==> src/rtl/result_bcd_fsm_pkg.sv <==
// Shared definitions for the result-to-BCD display path.
//   - One-hot ALU_OP codes of the finished calculation.
//   - FSM state encoding (2 bits).
//   - Leading-zero blanking helper for the five-digit display.
package result_bcd_fsm_pkg;

    localparam logic [7:0] OP_ADD = 8'h01;
    localparam logic [7:0] OP_SUB = 8'h02;
    localparam logic [7:0] OP_AND = 8'h04;
    localparam logic [7:0] OP_CMP = 8'h08;
    localparam logic [7:0] OP_OR  = 8'h10;

    localparam logic [1:0] ST_IDLE  = 2'd0;
    localparam logic [1:0] ST_PREP  = 2'd1;
    localparam logic [1:0] ST_SHIFT = 2'd2;
    localparam logic [1:0] ST_DONE  = 2'd3;

    // digs = {dig4, dig3, dig2, dig1, dig0}. A digit is blank while it and
    // every higher digit are zero; the units digit is always shown.
    function automatic logic [4:0] lead_blank(input logic [19:0] digs);
        logic [4:0] b;
        b    = '0;
        b[4] = (digs[19:16] == 4'd0);
        b[3] = b[4] && (digs[15:12] == 4'd0);
        b[2] = b[3] && (digs[11:8]  == 4'd0);
        b[1] = b[2] && (digs[7:4]   == 4'd0);
        b[0] = 1'b0;
        return b;
    endfunction

endpackage

==> src/rtl/result_bcd_fsm_if.sv <==
// Handshake and result bus between the calculator core and the BCD converter.
//   master : drives start, RESH, RESL, ALU_OP; receives converter outputs
//   slave  : the converter (result_bcd_fsm)
interface result_bcd_fsm_if;

    logic       start;
    logic [7:0] RESH;
    logic [7:0] RESL;
    logic [7:0] ALU_OP;
    logic       busy;
    logic       done;
    logic       neg;
    logic [3:0] dig0;
    logic [3:0] dig1;
    logic [3:0] dig2;
    logic [3:0] dig3;
    logic [3:0] dig4;
    logic [4:0] blank;

    modport master (
        output start, RESH, RESL, ALU_OP,
        input  busy, done, neg, dig0, dig1, dig2, dig3, dig4, blank
    );

    modport slave (
        input  start, RESH, RESL, ALU_OP,
        output busy, done, neg, dig0, dig1, dig2, dig3, dig4, blank
    );

endinterface

==> src/rtl/result_bcd_fsm_bcd_dabble_step.sv <==
// One double-dabble iteration: every BCD nibble >= 5 gets +3, then the
// whole {BCD, binary} register shifts left by one bit.
//   din  : current shift register {DIGITS BCD nibbles, WIDTH binary bits}
//   dout : register after correction and shift
module bcd_dabble_step #(
    parameter int unsigned WIDTH  = 16,
    parameter int unsigned DIGITS = 5
) (
    input  logic [DIGITS*4+WIDTH-1:0] din,
    output logic [DIGITS*4+WIDTH-1:0] dout
);

    logic [DIGITS*4+WIDTH-1:0] adj;

    always_comb begin
        adj = din;
        for (int unsigned i = 0; i < DIGITS; i++) begin
            if (adj[WIDTH+4*i +: 4] >= 4'd5) begin
                adj[WIDTH+4*i +: 4] = adj[WIDTH+4*i +: 4] + 4'd3;
            end
        end
        dout = adj << 1;
    end

endmodule

==> src/rtl/result_bcd_fsm.sv <==
// Converts the 16-bit ALU result RESH:RESL into five BCD digits for the
// 7-segment display. Subtraction results are shown as sign + magnitude.
//   clk    : system clock, rising edge
//   reset  : synchronous, active-low
//   bus    : slave side of result_bcd_fsm_if
//            start/RESH/RESL/ALU_OP in; busy/done/neg/dig0..dig4/blank out
// start in IDLE is captured at edge E; done pulses (and outputs update)
// at edge E+18. busy covers the 18 cycles in between.
module result_bcd_fsm
    import result_bcd_fsm_pkg::*;
#(
    parameter int unsigned WIDTH  = 16,
    parameter int unsigned DIGITS = 5,
    parameter logic [7:0]  SUB_OP = 8'h02
) (
    input  logic             clk,
    input  logic             reset,
    result_bcd_fsm_if.slave  bus
);

    localparam int unsigned SR_W     = DIGITS*4 + WIDTH;
    localparam logic [3:0]  CNT_LAST = 4'(WIDTH - 1);

    logic [1:0]       state;
    logic [3:0]       cnt;
    logic [WIDTH-1:0] res_q;
    logic [7:0]       op_q;
    logic             neg_n;
    logic [SR_W-1:0]  sh;
    logic [SR_W-1:0]  sh_next;

    logic             busy_q;
    logic             done_q;
    logic             neg_q;
    logic [19:0]      digs_q;
    logic [4:0]       blank_q;

    logic             is_neg;
    logic [WIDTH-1:0] mag;
    logic [19:0]      digs_new;

    bcd_dabble_step #(
        .WIDTH  (WIDTH),
        .DIGITS (DIGITS)
    ) u_step (
        .din  (sh),
        .dout (sh_next)
    );

    // 0x8000 negates to itself, which is the correct unsigned magnitude 32768.
    always_comb begin
        is_neg   = (op_q == SUB_OP) && res_q[WIDTH-1];
        mag      = is_neg ? (~res_q + {{(WIDTH-1){1'b0}}, 1'b1}) : res_q;
        digs_new = sh[WIDTH +: 20];
    end

    always_ff @(posedge clk) begin
        if (!reset) begin
            state   <= ST_IDLE;
            cnt     <= '0;
            res_q   <= '0;
            op_q    <= '0;
            neg_n   <= 1'b0;
            sh      <= '0;
            busy_q  <= 1'b0;
            done_q  <= 1'b0;
            neg_q   <= 1'b0;
            digs_q  <= '0;
            blank_q <= 5'b11110;
        end else begin
            done_q <= 1'b0;
            case (state)
                ST_IDLE: begin
                    if (bus.start) begin
                        res_q  <= {bus.RESH, bus.RESL};
                        op_q   <= bus.ALU_OP;
                        busy_q <= 1'b1;
                        state  <= ST_PREP;
                    end
                end
                ST_PREP: begin
                    neg_n <= is_neg;
                    sh    <= {{(DIGITS*4){1'b0}}, mag};
                    cnt   <= '0;
                    state <= ST_SHIFT;
                end
                ST_SHIFT: begin
                    sh  <= sh_next;
                    cnt <= cnt + 4'd1;
                    if (cnt == CNT_LAST) begin
                        state <= ST_DONE;
                    end
                end
                ST_DONE: begin
                    digs_q  <= digs_new;
                    blank_q <= lead_blank(digs_new);
                    neg_q   <= neg_n;
                    done_q  <= 1'b1;
                    busy_q  <= 1'b0;
                    state   <= ST_IDLE;
                end
                default: state <= ST_IDLE;
            endcase
        end
    end

    assign bus.busy  = busy_q;
    assign bus.done  = done_q;
    assign bus.neg   = neg_q;
    assign bus.dig0  = digs_q[3:0];
    assign bus.dig1  = digs_q[7:4];
    assign bus.dig2  = digs_q[11:8];
    assign bus.dig3  = digs_q[15:12];
    assign bus.dig4  = digs_q[19:16];
    assign bus.blank = blank_q;

endmodule

==> src/flat_wrapper.sv <==
// flat-port wrapper written by rule: the top's interface ports become plain ports
module result_bcd_fsm_flat import result_bcd_fsm_pkg::*;
#(
    parameter int unsigned WIDTH  = 16,
    parameter int unsigned DIGITS = 5,
    parameter logic [7:0]  SUB_OP = 8'h02
)
  (clk, reset, bus_start, bus_RESH, bus_RESL, bus_ALU_OP, bus_busy, bus_done, bus_neg, bus_dig0, bus_dig1, bus_dig2, bus_dig3, bus_dig4, bus_blank);
  result_bcd_fsm_if bus_i ();
  input  logic clk;
  input  logic reset;
  input wire logic [$bits(bus_i.start)-1:0] bus_start;
  input wire logic [$bits(bus_i.RESH)-1:0] bus_RESH;
  input wire logic [$bits(bus_i.RESL)-1:0] bus_RESL;
  input wire logic [$bits(bus_i.ALU_OP)-1:0] bus_ALU_OP;
  output wire logic [$bits(bus_i.busy)-1:0] bus_busy;
  output wire logic [$bits(bus_i.done)-1:0] bus_done;
  output wire logic [$bits(bus_i.neg)-1:0] bus_neg;
  output wire logic [$bits(bus_i.dig0)-1:0] bus_dig0;
  output wire logic [$bits(bus_i.dig1)-1:0] bus_dig1;
  output wire logic [$bits(bus_i.dig2)-1:0] bus_dig2;
  output wire logic [$bits(bus_i.dig3)-1:0] bus_dig3;
  output wire logic [$bits(bus_i.dig4)-1:0] bus_dig4;
  output wire logic [$bits(bus_i.blank)-1:0] bus_blank;
  assign bus_i.start = bus_start;
  assign bus_i.RESH = bus_RESH;
  assign bus_i.RESL = bus_RESL;
  assign bus_i.ALU_OP = bus_ALU_OP;
  assign bus_busy = bus_i.busy;
  assign bus_done = bus_i.done;
  assign bus_neg = bus_i.neg;
  assign bus_dig0 = bus_i.dig0;
  assign bus_dig1 = bus_i.dig1;
  assign bus_dig2 = bus_i.dig2;
  assign bus_dig3 = bus_i.dig3;
  assign bus_dig4 = bus_i.dig4;
  assign bus_blank = bus_i.blank;
  result_bcd_fsm #(.WIDTH(WIDTH), .DIGITS(DIGITS), .SUB_OP(SUB_OP)) u_core (.clk(clk), .reset(reset), .bus(bus_i));
endmodule
==> config.mk <==
export PLATFORM = sky130hd
export DESIGN_NAME = result_bcd_fsm_flat
export DESIGN_NICKNAME = d
export VERILOG_FILES = /design/src/rtl/result_bcd_fsm_pkg.sv /design/src/rtl/result_bcd_fsm_if.sv /design/src/rtl/result_bcd_fsm_bcd_dabble_step.sv /design/src/rtl/result_bcd_fsm.sv /design/src/flat_wrapper.sv
export SDC_FILE = /design/constraint.sdc
export NUM_CORES = 1
export LEC_CHECK = 0
export CAP_MARGIN = 40
export CORE_MARGIN = 2
export CORE_UTILIZATION = 63
export CTS_BUF_LIST = sky130_fd_sc_hd__clkbuf_8
export DETAILED_ROUTE_END_ITERATION = 8
export GPL_TIMING_DRIVEN = 0
export PLACE_DENSITY = 0.89
export SETUP_SLACK_MARGIN = 0.02
export SYNTH_ARGS = -nofsm -noshare
export SYNTH_HDL_FRONTEND = slang
export SYNTH_SLANG_ARGS = --single-unit
==> constraint.sdc <==
create_clock -name clk -period 4.7 [get_ports clk]
set_input_delay 0.94 -clock clk [delete_from_list [all_inputs] [get_ports clk]]
set_output_delay 0.94 -clock clk [all_outputs]
set_load 0.02 [all_outputs]
-- Yosys cells after proc, flatten, opt, wreduce, memory -nomap -nowiden
Index checks and enable logic that the tools add are counted.
- flip-flop bits (word level): 94
- bits of input ports: 27
- output and inout bits: 28
- word-level logic and storage cells: 59
- add/sub/neg operators: 7
- order comparisons: 5
- equal/unequal tests: 7
- multiplexer cells: 14
- bitwise operators: 1
- reduce and logical (&&, ||, !) cells: 14
- operators by type and width (operator ; count):
    $pmux 36 s2 ; 1
    $ge 4x3->1 const B ; 5
    $add 16x1->16 const B ; 1
    $add 4x2->4 const B ; 4
    $logic_not 4->1 ; 4
    $mux 16 ; 1
    $mux 4 ; 4
    $not 16->16 ; 1
    $eq 8x2->1 const B ; 1
    $pmux 2 s4 ; 1
    $pmux 4 s2 ; 1
    $reduce_and 2->1 ; 3
    $add 4x1->4 const B ; 1
    $eq 2x2->1 const B ; 2
    $eq 4x4->1 const B ; 1
    $logic_and 1x1->1 ; 4
    $mux 2 ; 2
    $reduce_bool 2->1 ; 2
    $add 3x2->3 const B ; 1
    $mux 3 ; 1
    $eq 2x1->1 const B ; 1
    $logic_not 2->1 ; 1
    $mux 1 ; 2
    $ne 2x1->1 const B ; 1
    2 further kinds ; 2

-- Longest topological paths before layout
- word-level depth: 4
- depth in mapped cells: 9
- depth with buffers taken out: 6

-- Cells and area by module
From an unflattened synthesis, not the netlist that was laid out.
- cells, all modules: 568
- area total of the unflattened synthesis: 4692.0 um^2
- modules (own cells, without submodules) (module ; instances ; cells each ; area each (um^2) ; sequential area each (um^2)):
    result_bcd_fsm ; 1 ; 474 ; 4073.9 ; 1881.8
    bcd_dabble_step ; 1 ; 94 ; 618.1 ; 0.0

-- Least setup slack after synthesis
OpenSTA, ideal clock, no wires.
- path kind: input-to-reg
- start point: input port reset
- end point: register u_core.sh[14]
- library setup time: 0.062 ns
- arrival: 1.973 ns
- required time: 4.638 ns
- slack: 2.665 ns
- cell stages on the path: 6
- buffers on the path: 2
- path through: buf_4 and3b_1 buf_2 nand2_1 or4_1 nand3_1
- RTL lines (item ; line ; text):
    start, declared ; flat_wrapper.sv:11 ; input logic reset;
    end signal, assigned ; result_bcd_fsm.sv:83 ; sh <= {{(DIGITS*4){1'b0}}, mag};
    end signal, assigned ; result_bcd_fsm.sv:88 ; sh <= sh_next;
    end, declared ; result_bcd_fsm.sv:29 ; logic [SR_W-1:0] sh;

-- Worst setup path after layout
- start point: register u_core.busy_q, in the netlist u_core.bus.busy
- end point: output port bus_busy
- RTL lines (item ; line ; text):
    start, declared ; result_bcd_fsm.sv:32 ; logic busy_q;
    start signal, assigned ; result_bcd_fsm.sv:65 ; busy_q <= 1'b0;
    start signal, assigned ; result_bcd_fsm.sv:77 ; busy_q <= 1'b1;
    start signal, assigned ; result_bcd_fsm.sv:99 ; busy_q <= 1'b0;
    end, declared ; flat_wrapper.sv:16 ; output wire logic [$bits(bus_i.busy)-1:0] bus_busy;
No word-level cell between the ends.

==> run_results.csv <==
group,metric,value,unit
status,status,"finished clean",
grt,grt-ovfl-total,0,
power,swShare,0.381,
sta,final.min_clock_period,2330,ps
floorplan,rows,31,
cells_and_area,fin_area,0.00561,mm^2
cells_and_area,area_delta_synth_final,18.2,%
yosys,synth_compound_area_frac,0.162,
power,p_clk_frac,0.238,
yosys,muxShareOfSynthArea,0.0625,
route,drt-total-wl,11.3,mm
worst_setup_path,cpPeakStageDelay,630,ps
power,p_comb_frac,0.366,
power,p_total,0.00242,W
yosys,synth.avg_cell_area,8.77,um^2
grt,grt_max_degree,15,
grt,grt_pass1_wl,19.4,mm
sta,final-setup-viol-count,0,
yosys,synth_top_family_by_area,"simple AND/OR/NAND/NOR gates",
clock_tree,cts_tree,"yes",
clock_tree,clock-sinks,94,
yosys,syn_area,0.00475,mm^2
floorplan,die-area,0.00824,mm^2
cells_and_area,num_antenna_cells,0,
route,viasPerCell,5.77,
floorplan,ioPinCount,55,
placed_design,port_buffers,52,
sta,clock_skew,10.7,ps
sta,finalHoldViolations,0,
grt,grt_usage,0.291,
clock_tree,post_cts_resize_count,0,
worst_setup_path,slowest_stage,"clkdlybuf4s50_1",
power,leakage,2.00,nW
floorplan,die_h,90.8,um
worst_setup_path,end_kind,"output pin",
floorplan,die_w,90.8,um
route,wire_per_inst,15.9,um
sta,fin_crit_sh,0.495,
clock_tree,cts_root_buf,"clkbuf_8",
clock_tree,htreeDepth,3,
placed_design,placedInstanceArea,0.00539,mm^2
clock_tree,cts.clk_slew.worst_paths,80,ps
clock_tree,clockBufferDepth,2,
yosys,ys_types,63,
yosys,yosysSeqAreaShare,0.397,
sta,drv_slew,0,
sta,relSlewSlack,0.614,
clock_tree,numCtsBuffers,9,
worst_setup_path,cpLargestDelayFamily,"buffers and inverters",
yosys,yosys.area_share.simple,0.246,
clock_tree,cts_hold_buffers,0,
yosys,synth_xor_area_frac,0.0185,
sta,hold_slack,475,ps
worst_setup_path,worstSetupPathType,"reg -> out",
sta,worst_slew_pin_slew,580,ps
sta,grt_setup_unrepaired,"false",
worst_setup_path,cp.arrival,1390,ps
power,p_int,0.00150,W
worst_hold_path,hold_class,"reg -> reg",
clock_tree,worstSkewPairLatency,370,ps
power,power.density,431,mW/mm^2
floorplan,initial_core_util,0.651,
yosys,synthAdderAreaFrac,0.0527,
floorplan,core,0.00729,mm^2
worst_setup_path,path_cells,"clkdlybuf4s50_1",
route,drtAntennaViolNets,0,
worst_setup_path,start_kind,"flip-flop",
yosys,yosys_warnings,0,
yosys,synth_edf_count,0,
clock_tree,post-cts-setup-buffers,0,
placed_design,hpwl,8.30,mm
cells_and_area,drive_above_1_share,0.0690,
route,drcViolationCount,0,
worst_setup_path,required,3760,ps
yosys,syn_nets,588,
placed_design,pre_cts_ws,2140,ps
route,vias,4082,
yosys,synth_cells,541,
power,power_frac_seq,0.397,
grt,grt_pass1_vias,4145,
sta,fin_ws,2370,ps
sta,finalSetupTns,0,ps
route,firstDrtPassIters,4,
cells_and_area,layout.nets,651,
grt,antenna_found_initial,0,
worst_setup_path,cp_max_fo,3,
sta,fmax,0.430,GHz
yosys,async_flop_share,0,
yosys,synth-seq-cells,94,
placed_design,place_congestion,0.903,
flow_run,drv_cap,0,
power,p_switching,0.000920,W
yosys,synthFlopType,"dfxtp_1",
power,vdd_drop_max,323,uV
worst_setup_path,path_buf_inv,1,
route,drt_iter0_markers,240,
[Yosys cell counts (all sizes together) (9+ instances only)]
cell type | instances | area (um^2)
mux2i | 24 | 240
clkbuf | 24 | 91.3
buf | 10 | 68.8
inv | 31 | 116
nand3 | 26 | 135
nor2 | 9 | 33.8
ha | 20 | 250
nand2 | 80 | 303
and2 | 10 | 62.6
dfxtp | 94 | 1880
a21oi | 9 | 45.0
nor2b | 34 | 213
o21ai | 35 | 175
a21boi | 27 | 203
[metal layers]
metal | up-vias | part of all wire | global-route usage
li1 | 2000 | - | -
met1 | 1928 | 0.42 | 0.345
met2 | 129 | 0.50 | 0.511
met3 | 25 | 0.052 | 0.0501
met4 | 0 | 0.023 | 0.136
met5 | - | 0 | 0
[cell families after synthesis]
kind of cell	Yosys count
muxes	29
buffers and inverters	66
other	1
AOI/OAI and AO/OA	112
adders and majority gates	20
xor gates and xnor gates	10
and+or+nand+nor	209
DFF	94
[power by group through the flow]
stage	Sequential [W]	Combinational, W	Clock (W)
2_1_floorplan	0.000966	0.000616	0
3_3_place_gp	0.000969	0.000840	0
3_5_place_dp	0.000975	0.000869	0
4_1_cts	0.000956	0.000876	0.000582
5_1_grt	0.000969	0.000980	0.000619
6_report	0.000959	0.000884	0.000575
[final timing paths]
check	from	to	slack [ps]	depth (start not counted)
setup / recovery	u_core.bus.busy$_SDFFE_PN0P_	bus_busy	2370	1
hold / removal	u_core.op_q[1]$_SDFFE_PN0P_	u_core.op_q[1]$_SDFFE_PN0P_	470	2
setup reg to reg	u_core.state[0]$_SDFFE_PN0P_	u_core.sh[8]$_SDFFE_PN0P_	2430	8
hold reg to reg	u_core.op_q[1]$_SDFFE_PN0P_	u_core.op_q[1]$_SDFFE_PN0P_	470	2
[cell usage in the layout (no fill, tap or decap), types with 5 or more instances in the layout]
cell type / n
dfxtp_1: 94
nand2_1: 79
clkdlybuf4s50_1: 52
nor2b_1: 34
o21ai_0: 33
inv_1: 32
a21boi_0: 27
nand3_1: 25
mux2i_1: 24
clkbuf_1: 23
ha_1: 20
clkbuf_8: 13
and2_1: 10
nor2_1: 9
a21oi_1: 9
a32oi_1: 8
nand2b_1: 8
o31ai_1: 8
xnor2_1: 6
nor3_1: 5
o211ai_1: 5
or4_1: 5
mux2_2: 5
[stage by stage]
step,std cells,util
final,708,0.769
after global routing,708,0.769
after CTS,708,0.769
after detailed placement,692,0.739
after global placement,692,0.739
after floorplan,541,-
[final cells by class]
type / count / area [um^2]
clock inverters: 3 / 41.3
flip-flops and latches: 94 / 1880
plain buffers: 35 / 173
fillers: 551 / 1680
repair buffers: 52 / 520
well taps: 99 / 124
inverters: 31 / 116
multi-input cells: 381 / 2570
clock buffers: 13 / 179
[flip-flops by register name, summed over array words and instances (netlist names)]
| name | cells |
|---|---|
| u_core.sh | 36 |
| u_core.digs_q | 20 |
| u_core.res_q | 16 |
| u_core.op_q | 8 |
| u_core.bus.blank | 4 |
| u_core.cnt | 4 |
| u_core.state | 2 |
| u_core.bus.busy | 1 |
| u_core.bus.done | 1 |
| u_core.bus.neg | 1 |
| u_core.neg_n | 1 |
Note: power is estimated with default switching activity, not from simulation.
